--- config.mk ---
export PLATFORM = sky130hd
export DESIGN_NAME = timer_scheduler_flat
export DESIGN_NICKNAME = d
export VERILOG_FILES = /design/src/rtl/timer_sched_pkg.sv /design/src/rtl/timer_scheduler_if.sv /design/src/rtl/timer_scheduler_rr_arbiter.sv /design/src/rtl/timer_scheduler.sv /design/src/flat_wrapper.sv
export SDC_FILE = /design/constraint.sdc
export NUM_CORES = 1
export LEC_CHECK = 0
export CAP_MARGIN = 25
export CORE_UTILIZATION = 49
export CTS_CLUSTER_SIZE = 10
export DETAILED_ROUTE_END_ITERATION = 6
export GPL_ROUTABILITY_DRIVEN = 0
export GPL_TIMING_DRIVEN = 0
export PLACE_DENSITY = 0.94
export SLEW_MARGIN = 20
export SYNTH_ARGS = -nofsm -noshare
export SYNTH_HDL_FRONTEND = slang
export SYNTH_HIERARCHICAL = 1
export SYNTH_SLANG_ARGS = --single-unit
--- constraint.sdc ---
create_clock -name clk -period 5 [get_ports clk]
set_input_delay 1 -clock clk [delete_from_list [all_inputs] [get_ports clk]]
set_output_delay 1 -clock clk [all_outputs]
set_load 0.005 [all_outputs]
--- src/rtl/timer_sched_pkg.sv ---
// Shared types and defaults for the trigger-counter scheduler.
// Holds the FSM state encoding and the N_REQ/CW default sizes.
package timer_sched_pkg;

  localparam int N_REQ_DEF = 4;
  localparam int CW_DEF    = 8;

  typedef enum logic [1:0] {
    IDLE = 2'd0,
    LOAD = 2'd1,
    RUN  = 2'd2,
    DONE = 2'd3
  } sched_state_t;

endpackage

--- src/rtl/timer_scheduler_if.sv ---
// Requester + counter bundle: req/req_delay/done/busy/owner and
// timer_en/timer_trigger/timer_pulse; slave = scheduler side.
interface timer_scheduler_if
  import timer_sched_pkg::*;
#(
  parameter int N_REQ = N_REQ_DEF,
  parameter int CW    = CW_DEF
);

  localparam int IW = $clog2(N_REQ);

  logic [N_REQ-1:0]    req;
  logic [N_REQ*CW-1:0] req_delay;
  logic [N_REQ-1:0]    done;
  logic                busy;
  logic [IW-1:0]       owner;
  logic                timer_en;
  logic [CW-1:0]       timer_trigger;
  logic                timer_pulse;

  modport slave (
    input  req, req_delay, timer_pulse,
    output done, busy, owner,
    output timer_en, timer_trigger
  );

  modport master (
    output req, req_delay, timer_pulse,
    input  done, busy, owner,
    input  timer_en, timer_trigger
  );

endinterface

--- src/rtl/timer_scheduler_rr_arbiter.sv ---
// Combinational round-robin arbiter: search starts at rr_ptr.
// In: req, rr_ptr. Out: one-hot gnt, gnt_idx, any.
module rr_arbiter
  import timer_sched_pkg::*;
#(
  parameter int N  = N_REQ_DEF,
  parameter int IW = $clog2(N)
) (
  input  logic [N-1:0]  req,
  input  logic [IW-1:0] rr_ptr,
  output logic [N-1:0]  gnt,
  output logic [IW-1:0] gnt_idx,
  output logic          any
);

  int j;

  always_comb begin
    gnt     = '0;
    gnt_idx = '0;
    any     = 1'b0;
    j       = 0;
    for (int k = 0; k < N; k++) begin
      j = int'(rr_ptr) + k;
      if (j >= N) j = j - N;
      if (!any && req[j]) begin
        any     = 1'b1;
        gnt[j]  = 1'b1;
        gnt_idx = IW'(j);
      end
    end
  end

endmodule

--- src/rtl/timer_scheduler.sv ---
// Shares one trigger counter among N_REQ requesters round-robin.
// Ports: clk, rst (async high), bus (slave). Macro: TIMER_SCHED_CANCEL_EN.
module timer_scheduler
  import timer_sched_pkg::*;
#(
  parameter int N_REQ = N_REQ_DEF,
  parameter int CW    = CW_DEF
) (
  input  logic              clk,
  input  logic              rst,
  timer_scheduler_if.slave  bus
);

  localparam int IW = $clog2(N_REQ);
  localparam logic [N_REQ-1:0] ONE = 1;

  sched_state_t   state;
  logic [IW-1:0]  rr_ptr;
  logic [IW-1:0]  owner_q;
  logic [CW-1:0]  trig_q;
  logic [N_REQ-1:0] done_q;
  logic           busy_q;
  logic           en_q;

  logic [N_REQ-1:0] gnt;
  logic [IW-1:0]  gnt_idx;
  logic           any;
  logic [CW-1:0]  delay_sel;
  logic [IW-1:0]  nxt_ptr;
  logic           cancel;

  rr_arbiter #(.N(N_REQ), .IW(IW)) u_arb (
    .req     (bus.req),
    .rr_ptr  (rr_ptr),
    .gnt     (gnt),
    .gnt_idx (gnt_idx),
    .any     (any)
  );

  always_comb begin
    delay_sel = '0;
    for (int i = 0; i < N_REQ; i++)
      if (gnt[i]) delay_sel = delay_sel | bus.req_delay[i*CW +: CW];
  end

  assign nxt_ptr = (owner_q == IW'(N_REQ-1)) ? '0 : owner_q + 1'b1;

`ifdef TIMER_SCHED_CANCEL_EN
  assign cancel = !bus.req[owner_q];
`else
  assign cancel = 1'b0;
`endif

  always_ff @(posedge clk or posedge rst) begin
    if (rst) begin
      state   <= IDLE;
      rr_ptr  <= '0;
      owner_q <= '0;
      trig_q  <= '0;
      done_q  <= '0;
      busy_q  <= 1'b0;
      en_q    <= 1'b0;
    end else begin
      done_q <= '0;
      unique case (state)
        IDLE: begin
          en_q <= 1'b0;
          if (any) begin
            owner_q <= gnt_idx;
            trig_q  <= delay_sel;
            busy_q  <= 1'b1;
            state   <= LOAD;
          end
        end
        LOAD: begin
          if (cancel) begin
            rr_ptr <= nxt_ptr;
            busy_q <= 1'b0;
            state  <= IDLE;
          end else begin
            en_q  <= 1'b1;
            state <= RUN;
          end
        end
        RUN: begin
          if (cancel) begin
            en_q   <= 1'b0;
            rr_ptr <= nxt_ptr;
            busy_q <= 1'b0;
            state  <= IDLE;
          end else if (bus.timer_pulse) begin
            en_q   <= 1'b0;
            done_q <= ONE << owner_q;
            state  <= DONE;
          end
        end
        DONE: begin
          rr_ptr <= nxt_ptr;
          busy_q <= 1'b0;
          state  <= IDLE;
        end
        default: state <= IDLE;
      endcase
    end
  end

  assign bus.done          = done_q;
  assign bus.busy          = busy_q;
  assign bus.owner         = owner_q;
  assign bus.timer_en      = en_q;
  assign bus.timer_trigger = trig_q;

endmodule

--- src/flat_wrapper.sv ---
// flat-port wrapper written by rule: the top's interface ports become plain ports
module timer_scheduler_flat import timer_sched_pkg::*;
#(
  parameter int N_REQ = N_REQ_DEF,
  parameter int CW    = CW_DEF
)
  (clk, rst, bus_req, bus_req_delay, bus_timer_pulse, bus_done, bus_busy, bus_owner, bus_timer_en, bus_timer_trigger);
  timer_scheduler_if #(.N_REQ(N_REQ), .CW(CW)) bus_i ();
  input  logic clk;
  input  logic rst;
  input wire logic [$bits(bus_i.req)-1:0] bus_req;
  input wire logic [$bits(bus_i.req_delay)-1:0] bus_req_delay;
  input wire logic [$bits(bus_i.timer_pulse)-1:0] bus_timer_pulse;
  output wire logic [$bits(bus_i.done)-1:0] bus_done;
  output wire logic [$bits(bus_i.busy)-1:0] bus_busy;
  output wire logic [$bits(bus_i.owner)-1:0] bus_owner;
  output wire logic [$bits(bus_i.timer_en)-1:0] bus_timer_en;
  output wire logic [$bits(bus_i.timer_trigger)-1:0] bus_timer_trigger;
  assign bus_i.req = bus_req;
  assign bus_i.req_delay = bus_req_delay;
  assign bus_i.timer_pulse = bus_timer_pulse;
  assign bus_done = bus_i.done;
  assign bus_busy = bus_i.busy;
  assign bus_owner = bus_i.owner;
  assign bus_timer_en = bus_i.timer_en;
  assign bus_timer_trigger = bus_i.timer_trigger;
  timer_scheduler #(.N_REQ(N_REQ), .CW(CW)) u_core (.clk(clk), .rst(rst), .bus(bus_i));
endmodule
**Word-level counts from Yosys, hierarchy flattened**

Index checks and enable logic that the tools add are counted.

- Bits in registers: 20

- Bitwise logic cells: 7
- Shift operators: 1
- Order comparisons: 12
- Equal/unequal tests: 6
- Multiplexer cells: 50
- $add $sub $neg: 8
- Reductions and logical operators: 17

Operators with widths:

| kind | count |
|---|---|
| 32-bit by 1-bit greater-or-equal comparator with 1-bit output (second input constant) | 4 |
| 32-bit by 4-bit less-than comparator with 1-bit output (second input constant) | 4 |
| 32-bit 2-to-1 mux | 4 |
| 8-bit 2-to-1 mux | 4 |
| 4-bit 2-to-1 mux | 6 |
| 8-bit OR | 3 |
| 1-bit 2-to-1 mux | 18 |
| 2-bit 2-to-1 mux | 7 |
| 4-bit OR | 3 |
| 3-bit by 3-bit subtractor with 4-bit output (second input constant) | 3 |
| 3-bit greater-or-equal comparator (second input constant) | 3 |
| 1-bit binary-select mux with 2-bit select | 4 |
| 1-bit demux with 2-bit select | 4 |
| 2-bit case mux with 4 select lines | 1 |
| 2-bit AND reduction | 4 |
| 1-bit logical AND | 7 |
| 2-bit by 2-bit adder with 3-bit output (second input constant) | 2 |
| 2-bit == test (second input constant) | 3 |
| 1-bit by 2-bit << shifter with 4-bit output (first input constant) | 1 |
| 2-bit by 3-bit subtractor with 4-bit output (second input constant) | 1 |
| 2-bit by 1-bit adder with 3-bit output (second input constant) | 1 |
| 2-bit by 3-bit greater-or-equal comparator with 1-bit output (second input constant) | 1 |
| 1-bit zero test | 3 |
| 1-bit case mux with 3 select lines | 1 |
| 9 further kinds | 9 |

**Logic depth before layout (Yosys ltp)**

Gate-level depths: netlist (run 1).

- Depth after elaboration: 22
- Mapped depth: 12
- Depth with buffers taken out: 9

**Hierarchy**

Netlist (run 1), hierarchy kept.

Modules (own cells, without submodules):

| module | times used | sequential area each (µm²) | cells each | area each (µm²) |
|---|---|---|---|---|
| timer_scheduler | 1 | 500.5 | 91 | 1112.3 |
| rr_arbiter | 1 | 0.0 | 48 | 460.4 |

**Least setup slack after synthesis (run 1)**

No wires, ideal clock.

- Kind: input to register
- From: in bus_req[2]
- To: reg u_core.trig_q[5] (netlist: u_core/bus.timer_trigger[5])
- Stages: 8
- Arrival: 2.674 ns
- Path slack: 2.203 ns
- Setup time: 0.124 ns
- Required time: 4.876 ns
- Path through: mux4_1 -> clkbuf_1 -> a22oi_1 -> o21ai_0 -> buf_6 -> a22o_1 -> a221oi_2 -> o21ai_1

- Longest elaborated chain between the ends: 20
- Elaborated cells on any way between the ends: 37

RTL lines:

| what | RTL line | source |
|---|---|---|
| start, declared | flat_wrapper.sv:11 | `input wire logic [$bits(bus_i.req)-1:0] bus_req;` |
| 1-bit binary-select mux with 2-bit select | timer_scheduler_rr_arbiter.sv:26 | `if (!any && req[j]) begin` |
| 1-bit 2-to-1 mux (not written as such) (2 in a row) | timer_scheduler_rr_arbiter.sv:26 |  |
| 1-bit 2-to-1 mux | timer_scheduler_rr_arbiter.sv:26 |  |
| 1-bit zero test | timer_scheduler_rr_arbiter.sv:26 |  |
| 1-bit logical AND | timer_scheduler_rr_arbiter.sv:26 |  |
| 1-bit 2-to-1 mux | timer_scheduler_rr_arbiter.sv:26 |  |
| 1-bit zero test | timer_scheduler_rr_arbiter.sv:26 |  |
| 1-bit logical AND | timer_scheduler_rr_arbiter.sv:26 |  |
| [... 4 more ...] | n/a |  |
| net u_core.gnt[0] | timer_scheduler.sv:25 | `logic [N_REQ-1:0] gnt;` |
| 8-bit 2-to-1 mux (*) | timer_scheduler.sv:43 | `if (gnt[i]) delay_sel = delay_sel \| bus.req_delay[i*CW +: CW];` |
| 8-bit OR | timer_scheduler.sv:43 |  |
| 8-bit 2-to-1 mux (*) | timer_scheduler.sv:43 |  |
| 8-bit OR | timer_scheduler.sv:43 |  |
| 8-bit 2-to-1 mux (*) | timer_scheduler.sv:43 |  |
| 8-bit OR | timer_scheduler.sv:43 |  |
| 8-bit 2-to-1 mux (*) | timer_scheduler.sv:43 |  |
| end signal, assigned | timer_scheduler.sv:70 | `trig_q <= delay_sel;` |
| end, declared | timer_scheduler.sv:20 | `logic [CW-1:0] trig_q;` |

Mark *: on every way through the listed nets, which the timed path passes. The rest lies on a longest branch. The select of a mux whose other input is x is not followed.
A chain may end at the register's enable or synchronous reset.

**Final worst setup path (run 1)**

- From: in bus_req[2]
- To: reg u_core.trig_q[6] (netlist: u_core/bus.timer_trigger[6])

Same word-level chain as after synthesis.

==> out/qor.csv, run 1 <==
metric,value,unit
worst_setup_path_start_kind,primary input,
core,3050,sq um
synth_nets,196,
synth_seq_cells,20,
p_int,773,uW
vdd_drop_max,0.430,mV
power_frac_comb,72.6,%
slew_headroom,49.1,%
p_clk_share,5.4,%
swShare,43.3,%
tightest_slew,0.763,ns
area_delta_synth_final,39.3,%
fin_crit,3.25,ns
grt_first_pass_wirelength,6100,um
worst_path_largest_cell_delay,0.65,ns
cts_resized,0,
vias,1374,
synth-seq-area-share,31.8,%
async_flop_share,100,%
tns,0,ns
synthDistinctLibCells,34,
cts_buffer_depth,2,
pwr_density_cell,623,nW/um^2
setup_viol,0,
holdBufCountCts,0,
die_h,58.7,um
timing.final.crit_share,65.0,%
drc,0,
clkLatencyLatePin,0.29,ns
core.rowCount,20,
end_kind,flop,
port_buffers,54,
synth-main-ff-cell,dfrtp_1,
wire_per_inst,16.2,um
cap_violations,0,
antenna_found_initial,0,
grt_max_degree,21,
firstDrtPassIters,5,
root_buffer,clkbuf_4,
path_cells,clkdlybuf4s50_1 > mux4_1 > clkbuf_1 > a22oi_1 > o21ai_0 > buf_6 > a22o_1 > a221oi_2 > o21ai_1,
cts_sinks,20,
required,5.18,ns
slew_viol_final,0,
dieArea,3440,sq um
path_delay_family,compound AO/OA/AOI/OAI gates,
min_path_cells,2,
cp.arrival,3.43,ns
hold_class,reg2reg,
multi_input_area,966,sq um
dpl.hpwl,3140,um
worstSetupPathType,in2reg,
synth_edf_count,0,
syn_avg_cell_area,11.3,sq um
yosysWarnings,6,
cp_max_fo,10,
postCtsSetupRepairBufs,0,
drive_gt1_share,15.8,%
via_per_inst,5.73,
switching_power,591,uW
cp_slowest_cell,mux4_1,
synthCells,139,
ios,55,
status,"finished, final reports clean",
diodes,0,
path_buf_inv,3,
cts_buffers,3,
stdcell_area,2190,sq um
placed_area,2170,sq um
max_freq,308,MHz
grt.total_usage,23.2,%
dieWidth,58.7,um
nNetsFinal,255,
clk_pin_slew,0.11,ns
tritoncts,yes,
routed_wl,3890,um
globalRouteOverflowTotal,0,
h-tree-depth,1,
hold_violations,0,
grt_pass1_vias,1356,
ant_nets,0,
power_leakage,0.000963,uW
sequentialPowerShare,21.9,%
synth_area,1570,sq um
rsz0062_at_grt,no,
final-seq-area,500,sq um
fin_skew,0.00477,ns
detailedRoute.firstIterationViolations,60,
critical_path_depth,9,
start_util,51.5,%
rr_worst_depth,12,
fillers,225,
## path summary, 6_finish.rpt
| kind | from | endpoint | slack (ns) |
|---|---|---|---|
| worst max-delay path | bus_req[2] | u_core/bus.timer_trigger[6] | 1.75 |
| worst min-delay path | u_core/bus.timer_trigger[2] | u_core/bus.timer_trigger[2] | 0.51 |
| worst max register to register | u_core/rr_ptr[0] | u_core/bus.timer_trigger[6] | 2.10 |
| worst min register to register | u_core/bus.timer_trigger[2] | u_core/bus.timer_trigger[2] | 0.51 |
| max in group asynchronous | rst | u_core/bus.timer_trigger[3] | 3.39 |
| min in group asynchronous | rst | u_core/bus.done[0] | 1.14 |
## state kept, by name (all words and copies together) (netlist names)
signal                    cells
u_core/bus.timer_trigger      8
u_core/state                  2
u_core/bus.owner              2
u_core/bus.timer_en           1
u_core/rr_ptr                 2
u_core/bus.busy               1
u_core/bus.done               4
## cell families (layout without fill, tap and decap cells)
logic type / after synthesis / count (layout) / share of synthesized area, %
AO/OA/AOI/OAI: 45 / 45 / 23.9
AND/OR/NAND/NOR: 26 / 26 / 9.86
flip-flops: 20 / 20 / 31.8
adder cells (fa/ha/maj): 18 / 18 / 14.3
buffers and inverters: 17 / 74 / 6.76
multiplexers: 13 / 13 / 13.3
## through the flow
step | total power, uW | cells | utilization (%) | hold WS (ns) | setup slack [ns]
after floorplan | 983 | 139 | - | 0.479 | 2.20
after global placement | 1210 | 237 | 71.0 | 0.471 | 1.57
after detailed placement | 1280 | 237 | 71.0 | 0.492 | 1.43
after CTS | 1360 | 240 | 71.8 | 0.516 | 1.74
after global routing | 1460 | 240 | 71.8 | 0.524 | 1.56
final | 1360 | 240 | 71.8 | 0.512 | 1.75
## Yosys cell counts, drive strengths merged (2+ instances only)
library cell	instances	area, sq um
mux4	4	101
ha	18	225
inv	9	33.8
nor2	5	21.3
a221oi	8	120
a22oi	8	60.1
a22o	8	70.1
buf	7	68.8
o21ai	14	70.1
and2b	2	16.3
and3	4	25.0
o31ai	2	15.0
mux2	8	97.6
dfrtp	20	500
nand2	10	37.5
## layout make-up
cell class,instances,area share [%]
inverters,9,1.54
flip-flops and latches,20,22.8
repair buffers,54,24.7
clock buffers,3,1.03
well taps,44,2.51
multi-input cells,102,44.1
plain buffers,8,3.31
## cell usage in the layout, fill, tap and decap left out, types with 2 or more instances in the layout
master / count
nand2_1: 10
nor2_1: 4
clkbuf_4: 3
a22oi_1: 8
mux2_4: 2
inv_1: 9
dfrtp_1: 20
o31ai_1: 2
buf_6: 5
clkdlybuf4s50_1: 54
a22o_1: 8
ha_1: 18
o21ai_0: 6
o21ai_1: 8
a221oi_2: 8
mux4_1: 3
mux2_2: 6
and3_1: 4
## tightest hold or removal path, delay by kind of cell, from the launching register on
family             cells  cell delay [ns]
DFF                    1             0.36
AOI/OAI and AO/OA      1             0.07
and+or+nand+nor        1             0.06
## power groups by stage
stage                     Clock (uW)  Sequential [uW]  Combinational, uW
after floorplan                    0              292                691
after global placement             0              295                919
after detailed placement           0              303                982
after CTS                       76.4              299                985
after global routing            82.7              310               1070
final                           74.1              299                991
## routing by layer
layer  global-route usage, %  share of wire, %  up-vias
li1                        -                 -      644
met1                    25.7                38      660
met2                    45.0                53       64
met3                    3.08               6.9        6
met4                    8.50               1.6        0
met5                       0                 0        -
Power figures use the tool's default switching activity.
==> inputs of run 2 (changes only) <==
Settings changed: CORE_UTILIZATION 49 to 41, PLACE_DENSITY 0.94 to 0.85.
Clock period 5 ns to 2.7 ns, I/O delays scaled along.
==> run 2 against run 1 <==
Net effect:
- via count shrank 1.3%
- final area up 6.2%
- core utilization is 8.2 points lower
- register-to-register slack worse by 2.0 ns
- die area is 19% higher
- first-iteration DRC count up 35%
- clock power grew to 4.1 times the previous value
- critical endpoint is now u_core/bus.timer_trigger[7]
- largest cell class unchanged
==> out/qor.csv, run 2 (same netlist as run 1, synthesis figures left out) <==
metric,value,unit,change
nNetsFinal,262,,+2.7%
status,"finished, final reports clean",,
pre_cts_slack,-0.346,ns,-1.78 ns
required,2.85,ns,-2.33 ns
drive_gt1_share,23.0,%,+7.2 points
fin_hold_ws,0.490,ns,-0.0219 ns
dpl.hpwl,2670,um,-15%
routed_wl,3790,um,-2.7%
root_buffer,clkbuf_8,,
diodes,0,,unchanged
detailedRoute.firstIterationViolations,81,,+35%
largest_reg_flops,8,,unchanged
stdcell_area,2330,sq um,+6.2%
gr-usage-met1,24.0,%,-1.7 points
end_kind,flop,,
core.rowCount,22,,+10%
fin_ws,0.137,ns,-1.61 ns
timing.final.crit_share,94.9,%,
slew_viol_final,0,,unchanged
worst_setup_path_start_kind,flop,,
clkLatencyLatePin,0.26,ns,-0.03 ns
start_util,43.0,%,-8.6 points
area_delta_synth_final,47.9,%,
hold_violations,0,,unchanged
dieWidth,63.9,um,+9.0%
fillers,295,,+31%
globalRouteOverflowTotal,0,,unchanged
grt.total_usage,19.4,%,-3.8 points
antenna_found_initial,0,,unchanged
wire_per_inst,15.0,um,-7.3%
met2_usage,34.0,%,-11 points
power_leakage,0.00104,uW,+8.4%
placed_area,2170,sq um,+0.23%
fin_crit,2.56,ns,
grt_busiest_layer,met2,,
fin_cells,252,,+5.0%
cts_buffer_depth,2,,unchanged
slew_headroom,49.9,%,+0.82 points
tritoncts,yes,,
dp.cells,241,,+1.7%
vdd_drop_max,0.610,mV,+42%
cts_sinks,20,,unchanged
dieArea,4090,sq um,+19%
cts_buffers,3,,unchanged
setup_viol,0,,unchanged
max_freq,390,MHz,
grt_pass1_vias,1321,,-2.6%
via_per_inst,5.38,,-6.0%
ant_nets,0,,unchanged
cp.arrival,2.71,ns,-0.72 ns
h-tree-depth,1,,unchanged
tightest_slew,0.750,ns,-0.0124 ns
firstDrtPassIters,4,,-1
worstSetupPathType,reg2reg,,
cap_violations,0,,unchanged
grt_util_met3,2.68,%,-0.40 points
ios,55,,unchanged
cp_max_fo,10,,unchanged
clk_pin_slew,0.08,ns,-0.03 ns
drc,0,,unchanged
port_buffers,54,,unchanged
core,3660,sq um,+20%
layout.cells.most_common,clkdlybuf4s50_1,,
pwr_density_cell,1200,nW/um^2,+93%
mostFrequentLayoutCells,"clkdlybuf4s50_1 (50), dfrtp_1 (18), ha_1 (17)",,
grt_max_degree,21,,unchanged
fin_skew,0.00530,ns,+0.000532 ns
die_h,63.9,um,+9.0%
hold_class,reg2reg,,
grt_first_pass_wirelength,6200,um,+1.6%
vias,1356,,-1.3%
## run 2: through the flow
step	util (%)	power, uW	TNS (ns)
2_1_floorplan	-	1820	0
6_report	63.5	2790	0
4_1_cts	61.5	2670	0
3_5_place_dp	59.4	2330	-2.95
5_1_grt	63.5	3010	-0.00937
3_3_place_gp	59.4	2270	-2.62
## run 2: area by class of cell
class                           count  area, sq um  area share, %
Clock inverter                      1         30.0           1.29
Buffer                              8         77.6           3.34
Multi-Input combinational cell    102          973           41.9
Timing Repair Buffer               61          603           25.9
Tap cell                           48         60.1           2.58
Sequential cell                    20          503           21.6
Clock buffer                        3         41.3           1.78
Inverter                            9         37.5           1.61
## run 2: worst max-delay path, stage by stage (launching register included)
cell and delay [ns]:
dfrtp_2 0.39, buf_8 0.11, clkinvlp_4 0.12, ha_4 0.27, mux4_2 0.22, buf_6 0.14, and2b_2 0.26, a22oi_1 0.15
o21ai_0 0.12, buf_6 0.16, a22o_1 0.21, a221oi_2 0.21, o21ai_1 0.09
## run 2: what timing repair did
| action | 4_1_cts | 5_1_grt |
|---|---|---|
| pin swaps | 0 | 1 |
| endpoints found under the setup margin | 11 | 12 |
| endpoints found under the hold margin | 0 | 0 |
| hold buffers | 0 | 0 |
| resized for setup | 3 | 12 |
| setup buffers | 1 | 6 |
## run 2: final timing paths
kind | to | startpoint | slack [ns] | cells after the start
worst max-delay path | u_core/bus.timer_trigger[7] | u_core/rr_ptr[0] | 0.14 | 12
worst min-delay path | u_core/bus.timer_trigger[1] | u_core/bus.timer_trigger[1] | 0.49 | 2
worst max register to register | u_core/bus.timer_trigger[7] | u_core/rr_ptr[0] | 0.14 | 12
worst min register to register | u_core/bus.timer_trigger[1] | u_core/bus.timer_trigger[1] | 0.49 | 2
max in group asynchronous | u_core/rr_ptr[1] | rst | 1.47 | 2
min in group asynchronous | u_core/bus.timer_trigger[1] | rst | 0.71 | 2
## run 2: layer usage
layer,part of all wire [%],vias to the layer above
met1,43,636
met3,4.4,12
met5,0,-
li1,-,657
met4,2.3,0
met2,50,51
## run 2: power breakdown
group	internal, uW	leakage [uW]	switching [uW]
Sequential	432	0.000250	103
Combinational	1050	0.000758	906
Clock	198	0.0000357	104
Total	1680	0.00104	1110
==> inputs of run 3 (changes only) <==
Settings changed: CTS_CLUSTER_DIAMETER from default to 30.
==> results of run 3 <==
Final layout, timing and power as in run 2 (identical DEF).
